File: src/rtl/rf_pkg.sv
// Shared constants and types for the register-file writeback arbiter slice.
// Holds the port widths, the writeback source encoding and the one-hot register helper.
package rf_pkg;

  localparam int XLEN       = 32;
  localparam int REG_ADDR_W = 5;
  localparam int NUM_REGS   = 32;

  typedef enum logic {
    WB_SRC_ALU = 1'b0,
    WB_SRC_LSU = 1'b1
  } wb_src_e;

  localparam logic [REG_ADDR_W-1:0] REG_ZERO = 5'd0;

  // One-hot mask selecting a single architectural register
  function automatic logic [NUM_REGS-1:0] reg_onehot(input logic [REG_ADDR_W-1:0] addr);
    return {{(NUM_REGS-1){1'b0}}, 1'b1} << addr;
  endfunction

endpackage

File: src/rtl/rf_scoreboard.sv
// Pending-write scoreboard: tracks in-flight destinations and raises RAW/WAW hazards.
// A register stays busy through its commit cycle; a same-edge set beats a clear.
module rf_scoreboard
  import rf_pkg::*;
(
  input  logic                  i_clk,
  input  logic                  i_reset,
  input  logic                  i_issue_valid,
  input  logic [REG_ADDR_W-1:0] i_issue_rd,
  input  logic                  i_issue_wr,
  input  logic [REG_ADDR_W-1:0] i_rs1_addr,
  input  logic [REG_ADDR_W-1:0] i_rs2_addr,
  input  logic                  i_clr_en,
  input  logic [REG_ADDR_W-1:0] i_clr_addr,
  output logic                  o_issue_ready,
  output logic                  o_rs1_busy,
  output logic                  o_rs2_busy
);

  logic [NUM_REGS-1:0] pending_r;
  logic [NUM_REGS-1:0] pending_nxt_s;
  logic [NUM_REGS-1:0] set_mask_s;
  logic [NUM_REGS-1:0] clr_mask_s;
  logic                hazard_s;

  // Busy lookup, hazard detection and issue acceptance
  always_comb begin
    o_rs1_busy    = pending_r[i_rs1_addr];
    o_rs2_busy    = pending_r[i_rs2_addr];
    hazard_s      = o_rs1_busy | o_rs2_busy | (i_issue_wr & pending_r[i_issue_rd]);
    o_issue_ready = i_issue_valid & ~hazard_s & ~i_reset;
  end

  // Next pending vector from the set/clear masks, x0 forced clear
  always_comb begin
    set_mask_s    = {NUM_REGS{1'b0}};
    clr_mask_s    = {NUM_REGS{1'b0}};
    if (o_issue_ready && i_issue_wr && (i_issue_rd != REG_ZERO)) begin
      set_mask_s = reg_onehot(i_issue_rd);
    end else begin
      set_mask_s = {NUM_REGS{1'b0}};
    end
    if (i_clr_en) begin
      clr_mask_s = reg_onehot(i_clr_addr);
    end else begin
      clr_mask_s = {NUM_REGS{1'b0}};
    end
    pending_nxt_s = ((pending_r & ~clr_mask_s) | set_mask_s) & ~reg_onehot(REG_ZERO);
  end

  // Pending vector register
  always_ff @(posedge i_clk) begin
    if (i_reset) begin
      pending_r <= {NUM_REGS{1'b0}};
    end else begin
      pending_r <= pending_nxt_s;
    end
  end

endmodule

File: src/rtl/rf_wb_arbiter.sv
// Round-robin writeback arbiter (ALU vs LSU) driving the single register-file write port.
// Write outputs are registered one cycle after the grant; the scoreboard clears on that write.
module rf_wb_arbiter
  import rf_pkg::*;
(
  input  logic                  i_clk,
  input  logic                  i_reset,
  input  logic                  i_issue_valid,
  input  logic [REG_ADDR_W-1:0] i_issue_rd,
  input  logic                  i_issue_wr,
  input  logic [REG_ADDR_W-1:0] i_rs1_addr,
  input  logic [REG_ADDR_W-1:0] i_rs2_addr,
  output logic                  o_issue_ready,
  output logic                  o_rs1_busy,
  output logic                  o_rs2_busy,
  input  logic                  i_alu_valid,
  input  logic [REG_ADDR_W-1:0] i_alu_rd,
  input  logic [XLEN-1:0]       i_alu_data,
  output logic                  o_alu_ready,
  input  logic                  i_lsu_valid,
  input  logic [REG_ADDR_W-1:0] i_lsu_rd,
  input  logic [XLEN-1:0]       i_lsu_data,
  output logic                  o_lsu_ready,
  output logic                  o_rd_wren,
  output logic [REG_ADDR_W-1:0] o_rd_addr,
  output logic [XLEN-1:0]       o_rd_data
);

  wb_src_e               ptr_r;
  logic                  grant_alu_s;
  logic                  grant_lsu_s;
  logic [REG_ADDR_W-1:0] wb_rd_s;
  logic [XLEN-1:0]       wb_data_s;

  rf_scoreboard u_scoreboard (
    .i_clk         (i_clk),
    .i_reset       (i_reset),
    .i_issue_valid (i_issue_valid),
    .i_issue_rd    (i_issue_rd),
    .i_issue_wr    (i_issue_wr),
    .i_rs1_addr    (i_rs1_addr),
    .i_rs2_addr    (i_rs2_addr),
    .i_clr_en      (o_rd_wren),
    .i_clr_addr    (o_rd_addr),
    .o_issue_ready (o_issue_ready),
    .o_rs1_busy    (o_rs1_busy),
    .o_rs2_busy    (o_rs2_busy)
  );

  // Grant selection; the pointer only breaks ties, and reset suppresses any grant
  always_comb begin
    grant_alu_s = 1'b0;
    grant_lsu_s = 1'b0;
    if (i_reset) begin
      grant_alu_s = 1'b0;
      grant_lsu_s = 1'b0;
    end else if (i_alu_valid && i_lsu_valid) begin
      grant_alu_s = (ptr_r == WB_SRC_ALU);
      grant_lsu_s = (ptr_r == WB_SRC_LSU);
    end else begin
      grant_alu_s = i_alu_valid;
      grant_lsu_s = i_lsu_valid;
    end
    o_alu_ready = grant_alu_s;
    o_lsu_ready = grant_lsu_s;
  end

  // Writeback payload mux for the granted source
  always_comb begin
    wb_rd_s   = i_alu_rd;
    wb_data_s = i_alu_data;
    if (grant_lsu_s) begin
      wb_rd_s   = i_lsu_rd;
      wb_data_s = i_lsu_data;
    end else begin
      wb_rd_s   = i_alu_rd;
      wb_data_s = i_alu_data;
    end
  end

  // Round-robin pointer and registered write port
  always_ff @(posedge i_clk) begin
    if (i_reset) begin
      ptr_r     <= WB_SRC_ALU;
      o_rd_wren <= 1'b0;
      o_rd_addr <= REG_ZERO;
      o_rd_data <= {XLEN{1'b0}};
    end else if (grant_alu_s || grant_lsu_s) begin
      ptr_r     <= grant_alu_s ? WB_SRC_LSU : WB_SRC_ALU;
      o_rd_wren <= (wb_rd_s != REG_ZERO);
      o_rd_addr <= wb_rd_s;
      o_rd_data <= wb_data_s;
    end else begin
      o_rd_wren <= 1'b0;
    end
  end

endmodule

File: config.mk
export PLATFORM = sky130hd
export DESIGN_NAME = rf_wb_arbiter
export DESIGN_NICKNAME = d
export VERILOG_FILES = /design/src/rtl/rf_pkg.sv /design/src/rtl/rf_scoreboard.sv /design/src/rtl/rf_wb_arbiter.sv
export SDC_FILE = /design/constraint.sdc
export NUM_CORES = 1
export LEC_CHECK = 0
export ABC_AREA = 1
export CAP_MARGIN = 20
export CORE_MARGIN = 5
export CORE_UTILIZATION = 40
export CTS_CLUSTER_SIZE = 25
export DETAILED_ROUTE_END_ITERATION = 6
export HOLD_SLACK_MARGIN = 0.12
export PLACE_DENSITY_LB_ADDON = 0.05
export SYNTH_ARGS = -nofsm -noshare
export SYNTH_HDL_FRONTEND = slang
export SYNTH_HIERARCHICAL = 1
export SYNTH_SLANG_ARGS = --single-unit
File: constraint.sdc
create_clock -name i_clk -period 1.95 [get_ports i_clk]
set_input_delay 0.39 -clock i_clk [delete_from_list [all_inputs] [get_ports i_clk]]
set_output_delay 0.39 -clock i_clk [all_outputs]
set_load 0.02 [all_outputs]
### Word-level counts from Yosys, hierarchy flattened

Cells that the tools add are included.

| cells by class | value |
|---|---|
| mux-type cells | 15 |
| reductions and logical operators | 7 |
| order comparisons | 3 |
| shift-type cells | 2 |
| bitwise logic cells | 12 |

Operators by type and width:

| operator | number |
|---|---|
| 32-bit two-way mux | 3 |
| 1-bit by 5-bit << shifter with 32-bit output, first input constant | 2 |
| 32-bit AND | 1 |
| 32-bit inverter | 1 |
| 32-bit bitwise OR | 1 |
| 5-bit by 6-bit < comparator with 1-bit output, second input constant | 3 |
| 1-bit binary-select mux with 5-bit select | 3 |
| 5-bit nonzero test | 2 |
| 1-bit two-way mux | 8 |
| 5-bit two-way mux | 1 |
| 1-bit inverter | 4 |
| 1-bit AND | 3 |
| 1-bit logical AND | 3 |
| 1-bit bitwise OR | 2 |
| 2-bit OR reduction | 1 |
| 1-bit logical OR | 1 |

| storage, ports and cells | value |
|---|---|
| bits in registers | 71 |
| word-level logic and storage cells | 45 |

### Longest topological paths before layout

Gate-level depths: netlist of the first run.

| depth | value |
|---|---|
| depth after elaboration | 11 |
| depth in mapped cells | 15 |
| gate-level depth less buffers | 12 |

### Hierarchy

Netlist of the first run, hierarchy kept.

By module, submodules not included:

| module | cells each | area an instance (µm²) | instances |
|---|---|---|---|
| rf_scoreboard | 459 | 2937.8 | 1 |
| rf_wb_arbiter | 339 | 2069.5 | 1 |

### Worst setup path before layout of the first run

OpenSTA, ideal clock, no wires.

| path | value |
|---|---|
| kind | input-to-output |
| start | in i_rs1_addr[0] |
| end | out o_issue_ready |
| cell stages on the path | 10 |
| data arrival time | 1.507 ns |
| path slack | 0.053 ns |
| cell sequence | buf_6 > buf_6 > o211ai_1 > nand3_1 > nand3_1 > nand3_1 > nand2_2 > nand2_2 > nor2_8 > buf_12 |

| between the ends | value |
|---|---|
| word-level cells in the longest chain between the ends | 7 |

RTL lines:

| item | line | text |
|---|---|---|
| start: declaration | rf_wb_arbiter.sv:11 | `input logic [REG_ADDR_W-1:0] i_rs1_addr,` |
| 1-bit binary-select mux with 5-bit select | rf_scoreboard.sv:28 | `o_rs1_busy = pending_r[i_rs1_addr];` |
| 1-bit two-way mux (not written as such) | rf_scoreboard.sv:28 |  |
| 1-bit bitwise OR (2 in a row) | rf_scoreboard.sv:30 | `hazard_s = o_rs1_busy \| o_rs2_busy \| (i_issue_wr & pending_r[i_issue_rd]);` |
| 1-bit inverter | rf_scoreboard.sv:31 | `o_issue_ready = i_issue_valid & ~hazard_s & ~i_reset;` |
| 1-bit AND (2 in a row) | rf_scoreboard.sv:31 |  |
| end: declaration | rf_wb_arbiter.sv:13 | `output logic o_issue_ready,` |

No other way between the ends. The select of a mux whose other input is x is not followed.

### Final worst setup path of the first run

| path | value |
|---|---|
| start | reg u_scoreboard.pending_r[17] |
| end | out o_issue_ready |

| between the ends | value |
|---|---|
| word-level cells in the longest chain between the ends | 7 |
| elaborated cells on any way between the ends | 12 |
| those cells by class | 6 x mux; 6 x bitwise |

RTL lines:

| item | line | text |
|---|---|---|
| start: declaration | rf_scoreboard.sv:20 | `logic [NUM_REGS-1:0] pending_r;` |
| start signal: assignment | rf_scoreboard.sv:54 | `pending_r <= {NUM_REGS{1'b0}};` |
| start signal: assignment | rf_scoreboard.sv:56 | `pending_r <= pending_nxt_s;` |
| 1-bit binary-select mux with 5-bit select, on equally long branches | rf_scoreboard.sv:28, rf_scoreboard.sv:29, rf_scoreboard.sv:30 |  |
| 1-bit two-way mux, on equally long branches | rf_scoreboard.sv:28, rf_scoreboard.sv:29, rf_scoreboard.sv:30 |  |
| 1-bit bitwise OR / 1-bit AND (equally long branches) | rf_scoreboard.sv:30 |  |
| 1-bit bitwise OR (*) | rf_scoreboard.sv:30 |  |
| 1-bit inverter (*) | rf_scoreboard.sv:31 |  |
| 1-bit AND (*) (2 in a row) | rf_scoreboard.sv:31 |  |

Every way passes the cells marked *; elsewhere a longest branch is shown, timed or not. The select of a mux whose other input is x is not followed.

==> flow_summary.ini, run 1 <==
[worst_hold_path]
worst_hold_path.num_cells = 2
hp-class = register to register

[sta]
max_freq_mhz = 492.1
finalHoldViolCount = 0
fin_ws_ns = -0.08207
fin_setup_tns_ns = -0.08207
worst_slew_pin_slew_ns = 0.5442
setup_viol = 1
slew_headroom_pct = 63.63
rsz0062_at_grt = yes
skew_ns = 0.003220
period_minus_slack_ns = 2.032
slew_violations = 0
post-route-period-util_pct = 104.2

[synthesis]
ys_seq_area_share_pct = 27.99
synthXorXnorAreaFrac_pct = 0
ys_top_cells_by_area = dfxtp_1 (28%), nand2_1 (18%), nand3_1 (8.1%)
synth_warnings = 6
ys_ff_latch = 70
synthSimpleGateAreaFrac_pct = 38.46
synth_area_leader_cell = dfxtp_1
synth_top_cell_area_share_pct = 27.99
synth_top_family_by_area = simple AND/OR/NAND/NOR gates
ys.flop_type = dfxtp_1
synth-edff-count = 0
synthArstFlopShare_pct = 0
ys_types = 34
synth-compound-area-share_pct = 17.99
avgSynthCellArea_sq_um = 6.275
synthesis.nets = 893
synth_area_sq_mm = 0.005007
synthAdderAreaFrac_pct = 0
synth_cells = 798
synth_mux_area_share_pct = 0

[grt]
grt_pass1_vias = 5424
grt_pass1_wl_mm = 27.30
track_usage_pct = 23.32
antenna_found_initial = 0
grt_overflow_total = 0
grt_max_degree = 52

[run_status]
violations = setup timing
status = complete, but fails checks

[cts]
clockBufferDepth = 2
clk_latency_ns = 0.33
path_clk_slew_ns = 0.05
cts_buffers = 9
htree_levels = 3
tritoncts = done
clock_sinks = 70
root_buffer = clkbuf_16

[route]
dr.pass1.iters = 5
initialDrtViolationCount = 311
ant_nets = 0
vias_per_cell = 5.005
wl_per_cell_um = 15.47
dr_total_vias = 5626
route.detailed.drc = 0
drt-total-wl_mm = 17.39

[run]
maxCapViolCount = 0

[final_layout]
area_delta_synth_final_pct = 43.68
fin_area_sq_mm = 0.007194
stdcell_count = 1124
finalNetCount = 1048
diodes = 0
layout-drive-gt1-share_pct = 22.59
mostFrequentLayoutCells = nand2_1 (237), clkdlybuf4s50_1 (121), inv_1 (96)
final_common_cell = nand2_1

[worst_setup_path]
worstRegToRegCells = 14
cp.required_ns = 1.56
start_kind = register
crit_type = register to primary output
cp.arrival_ns = 1.64
endpoint_kind = primary output
cp_max_fo = 3

[floorplanning]
rows = 40
initial_core_util_pct = 41.17
die_x_um = 121.9
dieHeight_um = 121.9
io_pins = 138
core_area_sq_mm = 0.01216
die_area_sq_mm = 0.01486

[power_and_ir_drop]
p_leak_nw = 3.166
p_total_mw = 4.154
max-vdd-ir-drop_v = 0.0003616
powerDensity_mw_per_mm2 = 577.3

[place]
place_congestion = 0.9542
dpl.cell_count = 1102
placed_cell_area_sq_mm = 0.006660
pre_cts_slack_ns = -0.9184
portBuffers = 137
post-dp-hpwl_mm = 13.00
## metal layers
| metal | share of wire (%) | track usage [%] | wire, um |
|---|---|---|---|
| met5 | 0 | 0 | 0 |
| met4 | 2.8 | 7.843 | 486 |
| met3 | 9.1 | 7.010 | 1575 |
| met2 | 49 | 40.16 | 8462 |
| met1 | 39 | 27.63 | 6863 |
## per-stage QoR
stage                     util (%)  hold WS, ns
final                        59.16       0.5147
after global routing         59.16       0.5458
after CTS                    57.31       0.5168
after detailed placement     54.76       0.4891
after global placement       54.76       0.4738
after floorplan                  -       0.4587
## power by group
part | total [mW] | internal, mW | switching (mW)
combinational | 1.09 | 0.506 | 0.584
sequential | 1.52 | 1.48 | 0.0405
clock | 1.55 | 0.974 | 0.571
## registers in the layout (all words and copies together), names as in the netlist
name                    cells
o_rd_addr                   5
o_rd_data                  32
o_rd_wren                   1
ptr_r                       1
u_scoreboard/pending_r     31
## cells in the mapped netlist (2+ instances only)
| cell type | count |
|---|---|
| a21oi_1 | 38 |
| a21oi_2 | 30 |
| buf_1 | 3 |
| buf_12 | 3 |
| buf_2 | 9 |
| buf_4 | 8 |
| buf_6 | 9 |
| clkbuf_1 | 17 |
| dfxtp_1 | 70 |
| inv_1 | 104 |
| inv_2 | 7 |
| inv_4 | 2 |
| nand2_1 | 242 |
| nand2_2 | 7 |
| nand3_1 | 81 |
| nand3_2 | 31 |
| nand4_1 | 4 |
| nor2_1 | 35 |
| nor3_1 | 4 |
| nor4_1 | 5 |
| o211ai_1 | 5 |
| o21ai_0 | 52 |
| o21ai_1 | 21 |
## worst max-delay path, stage by stage, from the launching register on
cell and delay (ns):
dfxtp_4 0.36, buf_6 0.12, nand2_2 0.04, nand2_1 0.04
nand2_1 0.07, nand3_2 0.08, nand3_2 0.09, nand3_2 0.10
nand3_4 0.09, nand2_4 0.07, nor2_8 0.13, buf_6 0.13
## path summary, 6_finish.rpt
path                                                       startpoint                                     to  slack, ns
worst max register to register  u_scoreboard/pending_r[17]$_SDFF_PP0_  u_scoreboard/pending_r[11]$_SDFF_PP0_       0.09
worst min-delay path                               ptr_r$_SDFFE_PP0P_                     ptr_r$_SDFFE_PP0P_       0.51
worst max-delay path            u_scoreboard/pending_r[17]$_SDFF_PP0_                          o_issue_ready      -0.08
worst min register to register                     ptr_r$_SDFFE_PP0P_                     ptr_r$_SDFFE_PP0P_       0.51
## cell type report
class | instances | area [sq um]
timing repair inverter | 1 | 7.507
inverter | 114 | 440.4
timing repair buffer | 193 | 1877
sequential | 70 | 1478
clock inverter | 2 | 35.03
fill | 1201 | 4967
tap | 168 | 210.2
multi-input combinational | 564 | 2910
clock buffer | 12 | 236.5
## kinds of logic (layout without fill, tap and decap cells)
group,after synthesis,in the layout
simple gates,413,413
compound gates,151,151
flops,70,70
buf+inv,164,322
## what timing repair did
action / CTS / global route
buffers inserted: 0 / 4
gates resized for setup: 50 / 91
endpoints found under the setup margin: 36 / 35
hold buffers: 0 / 0
hold endpoints to repair: 0 / 0
gates cloned: 3 / 1
pin swaps: 3 / 21
Power figures use the tool's default switching activity.
==> run 2: changes to the inputs <==
Settings changed: CORE_MARGIN 5 to not set, HOLD_SLACK_MARGIN 0.12 to 0.1.
==> run 2 against run 1 <==
The flow still finishes with violations (setup timing). Count of clock-buffer cells in the layout is 1 higher. Sequential power barely moved. Hold slack improved by 0.015 ns. Final cell count is 0.18% lower. Register-to-register slack hardly changed. Largest power group unchanged. Clock power rose by 18%. Sequential share of layout area fell by 0.24 points. Clock skew up 0.0018 ns.
==> flow_summary.ini, run 2 (synthesis gave the netlist of run 1 again) <==
[run_status]
status = complete, but fails checks
violations = setup timing

[worst_setup_path]
r2r_slack_ns = 0.09
crit_type = register to primary output
endpoint_kind = primary output
cp_max_fo = 4
start_kind = register
cp.required_ns = 1.56
cp.arrival_ns = 1.63

[grt]
grt_pass1_wl_mm = 26.55
grt_overflow_total = 0
grt_max_degree = 40
antenna_found_initial = 0
grt_pass1_vias = 5287
track_usage_pct = 26.43

[route]
dr_total_vias = 5657
ant_nets = 0
dr.pass1.iters = 5
drt-total-wl_mm = 17.20
initialDrtViolationCount = 285
route.detailed.drc = 0
vias_per_cell = 5.042
wl_per_cell_um = 15.33

[sta]
worst_slew_pin_slew_ns = 0.5627
post-route-period-util_pct = 103.6
skew_ns = 0.005011
fin_ws_ns = -0.06974
rsz0062_at_grt = yes
fin_setup_tns_ns = -0.08768
max_freq_mhz = 495.1
slew_violations = 0
finalHoldViolCount = 0
slew_headroom_pct = 62.40
setup_viol = 2
period_minus_slack_ns = 2.020

[final_layout]
largest_register = o_rd_data
layout-drive-gt1-share_pct = 23.90
final_common_cell = nand2_1
largest_reg_flops = 32
fin_area_sq_mm = 0.007310
reg_top3 = o_rd_data (32), u_scoreboard/pending_r (31), o_rd_addr (5)
diodes = 0
mostFrequentLayoutCells = nand2_1 (230), clkdlybuf4s50_1 (120), inv_1 (98)
finalNetCount = 1044
area_delta_synth_final_pct = 45.98

[place]
placed_cell_area_sq_mm = 0.006643
portBuffers = 137
place_congestion = 0.8897
post-dp-hpwl_mm = 12.25

[floorplanning]
die_x_um = 113.9
dieHeight_um = 113.9
io_pins = 138
rows = 40
initial_core_util_pct = 41.34
core_area_sq_mm = 0.01211
die_area_sq_mm = 0.01297

[power_and_ir_drop]
p_leak_nw = 3.245
max-vdd-ir-drop_v = 0.0003829
powerDensity_mw_per_mm2 = 606.4

[cts]
tritoncts = done
cts_buffers = 9
cts_hold_buffers = 0
clk_latency_ns = 0.33
path_clk_slew_ns = 0.05
clockBufferDepth = 2
root_buffer = clkbuf_16
clock_sinks = 70
htree_levels = 3

[worst_hold_path]
hp-class = register to register

[run]
maxCapViolCount = 0
[run 2: changes by cell type in the layout (fill, tap and decap cells not counted), moves of 3 or more]
cell / previous run / this run
buf_4: 43 / 38
clkbuf_8: 0 / 3
dfxtp_2: 16 / 12
dfxtp_4: 15 / 18
dlymetal6s2s_1: 1 / 4
nand2_1: 237 / 230
nand2_2: 11 / 17
nand3_1: 74 / 62
nand3_2: 37 / 50
[run 2: area by class of cell]
| class | count | area, sq um |
|---|---|---|
| clock inverters | 3 | 65.06 |
| repair inverters | 1 | 7.507 |
| repair buffers | 189 | 1851 |
| multi-input cells | 564 | 2982 |
| fillers | 1196 | 4802 |
| flip-flops and latches | 70 | 1484 |
| well taps | 168 | 210.2 |
| inverters | 114 | 440.4 |
| clock buffers | 13 | 270.3 |
[run 2: worst max-delay path, cell delays in order, from the launching register on]
cell	delay (ns)
dfxtp_4	0.37
nand2_2	0.06
nand3_2	0.09
nand3_2	0.09
nand2_2	0.05
a21oi_2	0.12
nand2_1	0.07
nand2_2	0.12
nand2_4	0.09
nor2_8	0.12
buf_6	0.12
[run 2: final timing paths]
kind | startpoint | end | depth (start not counted)
setup / recovery | u_scoreboard/pending_r[14]$_SDFF_PP0_ | o_issue_ready | 10
hold / removal | u_scoreboard/pending_r[4]$_SDFF_PP0_ | u_scoreboard/pending_r[4]$_SDFF_PP0_ | 2
setup reg to reg | u_scoreboard/pending_r[14]$_SDFF_PP0_ | u_scoreboard/pending_r[11]$_SDFF_PP0_ | 12
hold reg to reg | u_scoreboard/pending_r[4]$_SDFF_PP0_ | u_scoreboard/pending_r[4]$_SDFF_PP0_ | 2
[run 2: routing by layer]
layer	share of wire (%)	track usage, %	vias up
met5	0	0	-
met4	3.3	8.745	0
met3	7.6	6.642	37
met2	48	47.24	201
met1	41	30.78	2561
li1	-	-	2858
[run 2: timing repair]
item,CTS,global route
setup buffers,0,4
resized for setup,56,93
setup endpoints to repair,36,35
pin swaps,2,28
gates cloned,3,1
[run 2: power breakdown]
| part | total (mW) | leakage (nW) | internal, mW | switching (mW) |
|---|---|---|---|---|
| sequential | 1.51 | 0.594 | 1.47 | 0.0413 |
| combinational | 1.09 | 2.49 | 0.503 | 0.590 |
| clock | 1.83 | 0.166 | 1.22 | 0.603 |
| total | 4.43 | 3.24 | 3.20 | 1.23 |
[run 2: through the flow]
stage / worst slack, ns / utilization (%) / hold WS, ns / power (mW) / std cells
floorplan: 0.05286 / - / 0.4587 / 2.127 / 798
global placement: -0.9006 / 54.85 / 0.4726 / 2.601 / 1098
detailed placement: -0.9048 / 54.85 / 0.4878 / 2.614 / 1098
CTS: -0.1593 / 58.31 / 0.5078 / 4.468 / 1117
global route: -0.1221 / 60.35 / 0.5594 / 4.633 / 1122
finish: -0.06974 / 60.35 / 0.5302 / 4.432 / 1122
